### src/rtl/acc_dmem_sched_if.sv
// Bus bundle between the MIPS core, d_mem and accelerator A, routed through acc_dmem_sched.
// master = core/memory/accelerator side, slave = the scheduler.
interface acc_dmem_sched_if #(
  parameter int unsigned ADDR_W = 6,
  parameter int unsigned DATA_W = 32
);
  logic              cpu_req;
  logic              cpu_we;
  logic [ADDR_W-1:0] cpu_addr;
  logic [DATA_W-1:0] cpu_wdata;
  logic [DATA_W-1:0] cpu_rdata;
  logic              cpu_stall;

  logic              acc_start;
  logic [ADDR_W-1:0] acc_startaddr;
  logic [ADDR_W-1:0] acc_size;
  logic              acc_busy;
  logic              acc_done;
  logic              acc_valid;
  logic              acc_ready;
  logic [DATA_W-1:0] acc_rdata;
  logic [ADDR_W-1:0] acc_idx;

  logic              mem_we;
  logic [ADDR_W-1:0] mem_addr;
  logic [DATA_W-1:0] mem_wdata;
  logic [DATA_W-1:0] mem_rdata;

  modport master (
    output cpu_req, cpu_we, cpu_addr, cpu_wdata,
    input  cpu_rdata, cpu_stall,
    output acc_start, acc_startaddr, acc_size, acc_ready,
    input  acc_busy, acc_done, acc_valid, acc_rdata, acc_idx,
    input  mem_we, mem_addr, mem_wdata,
    output mem_rdata
  );

  modport slave (
    input  cpu_req, cpu_we, cpu_addr, cpu_wdata,
    output cpu_rdata, cpu_stall,
    input  acc_start, acc_startaddr, acc_size, acc_ready,
    output acc_busy, acc_done, acc_valid, acc_rdata, acc_idx,
    output mem_we, mem_addr, mem_wdata,
    input  mem_rdata
  );
endinterface

### src/rtl/acc_dmem_sched.sv
// Shares the single d_mem port between the core and accelerator A's burst fetch.
// Optional macro ACC_CPU_PREEMPT_EN: core requests preempt individual burst cycles.
module acc_dmem_sched #(
  parameter int unsigned ADDR_W = 6,
  parameter int unsigned DATA_W = 32
) (
  input logic             clk,
  input logic             reset,
  acc_dmem_sched_if.slave bus
);

  typedef enum logic [1:0] {
    ST_IDLE  = 2'd0,
    ST_BURST = 2'd1,
    ST_DONE  = 2'd2
  } state_t;

  state_t            r_state;
  logic [ADDR_W-1:0] r_base;
  logic [ADDR_W-1:0] r_count;
  logic [ADDR_W-1:0] r_idx;

  logic w_burst;
  logic w_preempt;
  logic w_core_owns;
  logic w_valid;
  logic w_xfer;
  logic w_last;

  assign w_burst = (r_state == ST_BURST);

`ifdef ACC_CPU_PREEMPT_EN
  assign w_preempt = w_burst & bus.cpu_req;
`else
  assign w_preempt = 1'b0;
`endif

  assign w_core_owns = ~w_burst | w_preempt;
  assign w_valid     = w_burst & ~w_preempt;
  assign w_xfer      = w_valid & bus.acc_ready;
  assign w_last      = (r_idx == ADDR_W'(r_count - 1'b1));

  // Burst sequencer: launch latches base/count; idx stops at size-1 on the final transfer.
  always_ff @(posedge clk or negedge reset) begin
    if (!reset) begin
      r_state <= ST_IDLE;
      r_base  <= '0;
      r_count <= '0;
      r_idx   <= '0;
    end else begin
      case (r_state)
        ST_IDLE: begin
          r_idx <= '0;
          if (bus.acc_start) begin
            r_base  <= bus.acc_startaddr;
            r_count <= bus.acc_size;
            r_state <= (bus.acc_size == '0) ? ST_DONE : ST_BURST;
          end
        end
        ST_BURST: begin
          if (w_xfer) begin
            if (w_last) r_state <= ST_DONE;
            else        r_idx   <= ADDR_W'(r_idx + 1'b1);
          end
        end
        ST_DONE: begin
          r_idx   <= '0;
          r_state <= ST_IDLE;
        end
        default: r_state <= ST_IDLE;
      endcase
    end
  end

  // Port mux; memory-side outputs are forced quiet while reset is asserted.
  assign bus.mem_addr  = !reset      ? '0
                       : w_core_owns ? bus.cpu_addr
                       :               ADDR_W'(r_base + r_idx);
  assign bus.mem_we    = reset & w_core_owns & bus.cpu_req & bus.cpu_we;
  assign bus.mem_wdata = (reset & w_core_owns) ? bus.cpu_wdata : {DATA_W{1'b0}};

  assign bus.cpu_rdata = bus.mem_rdata;
  assign bus.cpu_stall = w_burst & ~w_preempt & bus.cpu_req;

  assign bus.acc_busy  = w_burst;
  assign bus.acc_done  = (r_state == ST_DONE);
  assign bus.acc_valid = w_valid;
  assign bus.acc_rdata = w_valid ? bus.mem_rdata : {DATA_W{1'b0}};
  assign bus.acc_idx   = r_idx;

endmodule

### src/flat_wrapper.sv
// flat-port wrapper written by rule: the top's interface ports become plain ports
module acc_dmem_sched_flat 
#(
  parameter int unsigned ADDR_W = 6,
  parameter int unsigned DATA_W = 32
)
  (clk, reset, bus_cpu_req, bus_cpu_we, bus_cpu_addr, bus_cpu_wdata, bus_cpu_rdata, bus_cpu_stall, bus_acc_start, bus_acc_startaddr, bus_acc_size, bus_acc_ready, bus_acc_busy, bus_acc_done, bus_acc_valid, bus_acc_rdata, bus_acc_idx, bus_mem_we, bus_mem_addr, bus_mem_wdata, bus_mem_rdata);
  acc_dmem_sched_if #(.ADDR_W(ADDR_W), .DATA_W(DATA_W)) bus_i ();
  input logic clk;
  input logic reset;
  input wire logic [$bits(bus_i.cpu_req)-1:0] bus_cpu_req;
  input wire logic [$bits(bus_i.cpu_we)-1:0] bus_cpu_we;
  input wire logic [$bits(bus_i.cpu_addr)-1:0] bus_cpu_addr;
  input wire logic [$bits(bus_i.cpu_wdata)-1:0] bus_cpu_wdata;
  output wire logic [$bits(bus_i.cpu_rdata)-1:0] bus_cpu_rdata;
  output wire logic [$bits(bus_i.cpu_stall)-1:0] bus_cpu_stall;
  input wire logic [$bits(bus_i.acc_start)-1:0] bus_acc_start;
  input wire logic [$bits(bus_i.acc_startaddr)-1:0] bus_acc_startaddr;
  input wire logic [$bits(bus_i.acc_size)-1:0] bus_acc_size;
  input wire logic [$bits(bus_i.acc_ready)-1:0] bus_acc_ready;
  output wire logic [$bits(bus_i.acc_busy)-1:0] bus_acc_busy;
  output wire logic [$bits(bus_i.acc_done)-1:0] bus_acc_done;
  output wire logic [$bits(bus_i.acc_valid)-1:0] bus_acc_valid;
  output wire logic [$bits(bus_i.acc_rdata)-1:0] bus_acc_rdata;
  output wire logic [$bits(bus_i.acc_idx)-1:0] bus_acc_idx;
  output wire logic [$bits(bus_i.mem_we)-1:0] bus_mem_we;
  output wire logic [$bits(bus_i.mem_addr)-1:0] bus_mem_addr;
  output wire logic [$bits(bus_i.mem_wdata)-1:0] bus_mem_wdata;
  input wire logic [$bits(bus_i.mem_rdata)-1:0] bus_mem_rdata;
  assign bus_i.cpu_req = bus_cpu_req;
  assign bus_i.cpu_we = bus_cpu_we;
  assign bus_i.cpu_addr = bus_cpu_addr;
  assign bus_i.cpu_wdata = bus_cpu_wdata;
  assign bus_cpu_rdata = bus_i.cpu_rdata;
  assign bus_cpu_stall = bus_i.cpu_stall;
  assign bus_i.acc_start = bus_acc_start;
  assign bus_i.acc_startaddr = bus_acc_startaddr;
  assign bus_i.acc_size = bus_acc_size;
  assign bus_i.acc_ready = bus_acc_ready;
  assign bus_acc_busy = bus_i.acc_busy;
  assign bus_acc_done = bus_i.acc_done;
  assign bus_acc_valid = bus_i.acc_valid;
  assign bus_acc_rdata = bus_i.acc_rdata;
  assign bus_acc_idx = bus_i.acc_idx;
  assign bus_mem_we = bus_i.mem_we;
  assign bus_mem_addr = bus_i.mem_addr;
  assign bus_mem_wdata = bus_i.mem_wdata;
  assign bus_i.mem_rdata = bus_mem_rdata;
  acc_dmem_sched #(.ADDR_W(ADDR_W), .DATA_W(DATA_W)) u_core (.clk(clk), .reset(reset), .bus(bus_i));
endmodule
### config.mk
export PLATFORM = sky130hd
export DESIGN_NAME = acc_dmem_sched_flat
export DESIGN_NICKNAME = d
export VERILOG_FILES = /design/src/rtl/acc_dmem_sched_if.sv /design/src/rtl/acc_dmem_sched.sv /design/src/flat_wrapper.sv
export SDC_FILE = /design/constraint.sdc
export NUM_CORES = 1
export LEC_CHECK = 0
export CORE_UTILIZATION = 33
export DETAILED_ROUTE_END_ITERATION = 6
export HOLD_SLACK_MARGIN = 0.08
export PLACE_DENSITY_LB_ADDON = 0.08
export SLEW_MARGIN = 20
export SYNTH_ARGS = -nofsm -noshare
export SYNTH_HDL_FRONTEND = slang
export SYNTH_SLANG_ARGS = --single-unit
export TNS_END_PERCENT = 100
### constraint.sdc
create_clock -name clk -period 3.9 [get_ports clk]
set_input_delay 1.17 -clock clk [delete_from_list [all_inputs] [get_ports clk]]
set_output_delay 1.17 -clock clk [all_outputs]
set_load 0.02 [all_outputs]
# Word-level counts from Yosys, hierarchy flattened
# Index checks and enable logic that the tools add are counted.
# totals
output_inout_bits,113
elab_cells,39
input_bits,88
regBits,20
# op_classes
n_addsub,3
eq_ne,7
bitwise_logic,6
muxes,12
n_reduce_logical,7
# op_table
cell,count
$mux W32,2
$mux W6,4
$pmux W6 S2,1
$mux W2,4
$ne A2 B2 Y1 const B,4
$add A6 B1 Y6 const B,1
$add A6 B6 Y6,1
$eq A6 B6 Y1,1
$logic_not A6 Y1,1
$reduce_and A3 Y1,2
$sub A6 B1 Y6 const B,1
$and A1 B1 Y1,5
$pmux W2 S2,1
$eq A2 B1 Y1 const B,1
$eq A2 B2 Y1 const B,1
$logic_not A2 Y1,1
$reduce_and A2 Y1,1
$reduce_bool A2 Y1,1
$reduce_or A2 Y1,1
$not A1 Y1,1

# Logic depth before layout (Yosys ltp)
# depth
ltp_word,5
ltp_mapped,7
depth_no_buf,7

# Worst setup path before layout
# OpenSTA, ideal clock, no wires.
# synth_path
path_kind,reg-to-output
startpoint,register u_core.r_idx[0] (netlist: u_core.bus.acc_idx[0])
endpoint,output port bus_mem_addr[4]
path_stages_with_launch,8
n_path_buf,0
arrival_ps,1906
required_time_ps,2730
path_slack_ps,824
cell_sequence,dfrtp_1 > ha_1 > fa_1 > a21o_1 > a21oi_1 > xor2_1 > o21ai_0 > and2_1
# synth_via
elab_chain_cells,3
# synth_lines
item,line_no,text
start: declaration,acc_dmem_sched.sv:21,logic [ADDR_W-1:0] r_idx;
start signal: assignment,acc_dmem_sched.sv:63,else r_idx <= ADDR_W'(r_idx + 1'b1);
$add A6 B6 Y6,acc_dmem_sched.sv:78,: ADDR_W'(r_base + r_idx);
$mux W6,acc_dmem_sched.sv:77,: w_core_owns ? bus.cpu_addr
$mux W6,acc_dmem_sched.sv:76,assign bus.mem_addr = !reset ? '0
end: declaration,flat_wrapper.sv:27,output wire logic [$bits(bus_i.mem_addr)-1:0] bus_mem_addr;
# Every way passes these cells.

# Final worst setup path
# Same ends and word-level chain as after synthesis.

==> out/qor.csv <==
stage;metric;value;unit
critical_path;cpLargestDelayFamily;adder cells;
cts;insertion_delay;0.26;ns
floorplan;core_area;0.00599;mm2
global_route;grt_use_total;20.9;%
timing;hold_viol;0;
placed_design;routabilityCongestion;0.742;
placed_design;dp_slack;0.232;ns
timing;grt_setup_unrepaired;false;
cts;clk_pin_slew;0.08;ns
finish;final_cell_mix;199 x clkdlybuf4s50_1, 35 x and2_1, 34 x and3_1;
critical_path;startpoint_type;flip-flop;
cts;cts_tree;done;
global_route;grt_pass1_vias;2179;
cts;cts-root-buf;clkbuf_8;
drt;antenna_left;0;
placed_design;dpl.hpwl;6.00;mm
critical_path;r2r_start;u_core.r_count[0];
critical_path;worstSetupPathType;flip-flop to primary output;
finish;nFillCells;471;
cts;cts_made_buffers;3;
timing;setup_viol;0;
critical_path;crit_chain;ha_1, fa_1, a21o_1, a21oi_1, xor2_1, o21ai_0, and2_1, clkdlybuf4s50_1;
timing;tns;0;ns
timing;worst_pin_slew;0.505;ns
synthesis;ys_ff_latch;20;
timing;min_period;3.78;ns
global_route;met2_usage;37.6;%
synthesis;syn_area;0.00207;mm2
critical_path;slowest_stage;clkdlybuf4s50_1;
critical_path;endpoint_kind;primary output;
cts;cts.path.max_buffers;2;
floorplan;ios;201;
timing;worst_slack;0.121;ns
synthesis;synth_ff_type;dfrtp_1;
critical_path;cp.required;2.73;ns
global_route;grtUsageMet1;23.8;%
synthesis;syn_nets;343;
timing;slew_headroom;66.2;%
finish;area_delta_synth_final;93.4;%
drt;drt-initial-drc-count;102;
pwr;ir_worst_vdd;369;uV
timing;maxSlewViolCount;0;
synthesis;synth_edf_count;0;
critical_path;slowest_delay;0.53;ns
drt;vias;2312;
global_route;grt-busiest-layer;met2;
finish;antenna_cells;0;
pwr;p_leak;0.00174;uW
drt;drt_first_pass_iters;4;
drt;routed_via_density;4.73;
cts;htreeDepth;1;
drt;wl_per_cell;14.9;um
timing;fmax;265;MHz
global_route;antenna_found_initial;0;
global_route;grtUsageMet3;6.74;%
synthesis;ys_warn_count;0;
finish;drive_gt1_share;7.25;%
synthesis;netlist_instances;247;
hold_path;worstHoldStart;u_core.r_base[0];
floorplan;die_area;0.00659;mm2
critical_path;critPathBufInv;1;
job;maxCapViolCount;0;
placed_design;port_buffers;200;
timing;skew;0.00312;ns
pwr;finalPower;2230;uW
floorplan;rows;28;
cts;cts_hold_buffers;0;
status;status;finished, final reports clean;
finish;final_common_cell;clkdlybuf4s50_1;
global_route;grt_pass1_wl;10.5;mm
cts;cts.sinks;20;
floorplan;fp.dieW;81.2;um
pwr;powerDensity;558;mW/mm2
finish;nets;511;
cts;cts_repair_resize_count;0;
drt;wl;7.29;mm
synthesis;synthDistinctLibCells;39;
synthesis;avgSynthCellArea;8.37;um2
synthesis;synthArstFlopShare;100;%
global_route;grt_max_degree;43;
critical_path;cp.arrival;2.61;ns
timing;period_share;96.9;%
global_route;grt_overflow;0;
floorplan;fp.dieH;81.2;um
critical_path;crit_fanout;2;
synthesis;ys_seq_area_share;24.2;%
hold_path;hold_class;flip-flop to flip-flop;
floorplan;start_util;34.5;%
critical_path;worstSetupStartpoint;u_core.bus.acc_idx[0];
cts;cts_post_setup_buffers_inserted;0;
drt;drc;0;
power breakdown:
part	total, uW	switching [uW]	internal (uW)
Combinational	1680	842	840
Sequential	388	92.3	296
Clock	162	72.0	89.9
cell type report:
cell class                      instances  area (um2)  area share (%)
Tap cell                               75        93.8            2.35
Sequential cell                        20         500            12.5
Multi-Input combinational cell        173        1240            31.0
Inverter                                7        26.3           0.657
Timing Repair Buffer                  210        2080            52.1
Clock buffer                            4        55.1            1.38
worst reg2reg max path, stage by stage (launching register included):
cell and delay (ns):
dfrtp_1 0.43, inv_1 0.08, ha_1 0.23, nand2b_1 0.17, o211a_1 0.15, o31ai_2 0.43
and3_1 0.28, o22ai_1 0.09
flip-flops by register name, summed over array words and instances (netlist names):
signal	count
u_core.bus.acc_idx	6
u_core.r_base	6
u_core.r_count	6
u_core.r_state	2
synth_stat cells (all sizes together), types with 4 or more instances:
library cell	number	area, um2
and2	35	219
and3	34	213
buf	34	253
dfrtp	20	500
nand2	18	67.6
clkbuf	13	48.8
mux2	10	113
nand2b	9	56.3
a21oi	7	38.8
ha	7	87.6
inv	7	26.3
mux2i	7	70.1
xnor2	5	43.8
xor2	5	43.8
nand4	4	25.0
nor3	4	25.0
o21ai	4	20.0
through the flow:
| stage | area (um2) | utilization [%] | instances | hold WS, ns |
|---|---|---|---|---|
| floorplan | 2070 | - | 247 | 0.485 |
| global placement | 3950 | 65.9 | 485 | 0.494 |
| detailed placement | 3950 | 65.9 | 485 | 0.502 |
| CTS | 4000 | 66.8 | 489 | 0.519 |
| global route | 4000 | 66.8 | 489 | 0.539 |
| finish | 4000 | 66.8 | 489 | 0.517 |
cell families after synthesis:
logic type / share of synthesized area (%)
mux: 8.83
flops: 24.2
buf+inv: 15.9
compound gates: 8.53
simple gates: 33.2
fa+ha+maj: 5.20
xor+xnor: 4.23
metal layers:
metal  wire length (um)  vias to the layer above
met2               3780                      113
met1               2770                     1043
met4                 70                        0
met5                  0                        -
li1                   -                     1150
met3                676                        6
final timing paths:
| check | endpoint | slack (ns) | cells past startpoint |
|---|---|---|---|
| max reg2reg | u_core.r_state[0] | 1.92 | 7 |
| max in group asynchronous | u_core.r_base[2] | 2.60 | 3 |
| min in group asynchronous | u_core.r_base[3] | 0.99 | 2 |
| min | u_core.r_base[0] | 0.52 | 1 |
| min reg2reg | u_core.r_base[0] | 0.52 | 1 |
| max | bus_mem_addr[4] | 0.12 | 8 |
Power figures use the tool's default switching activity.
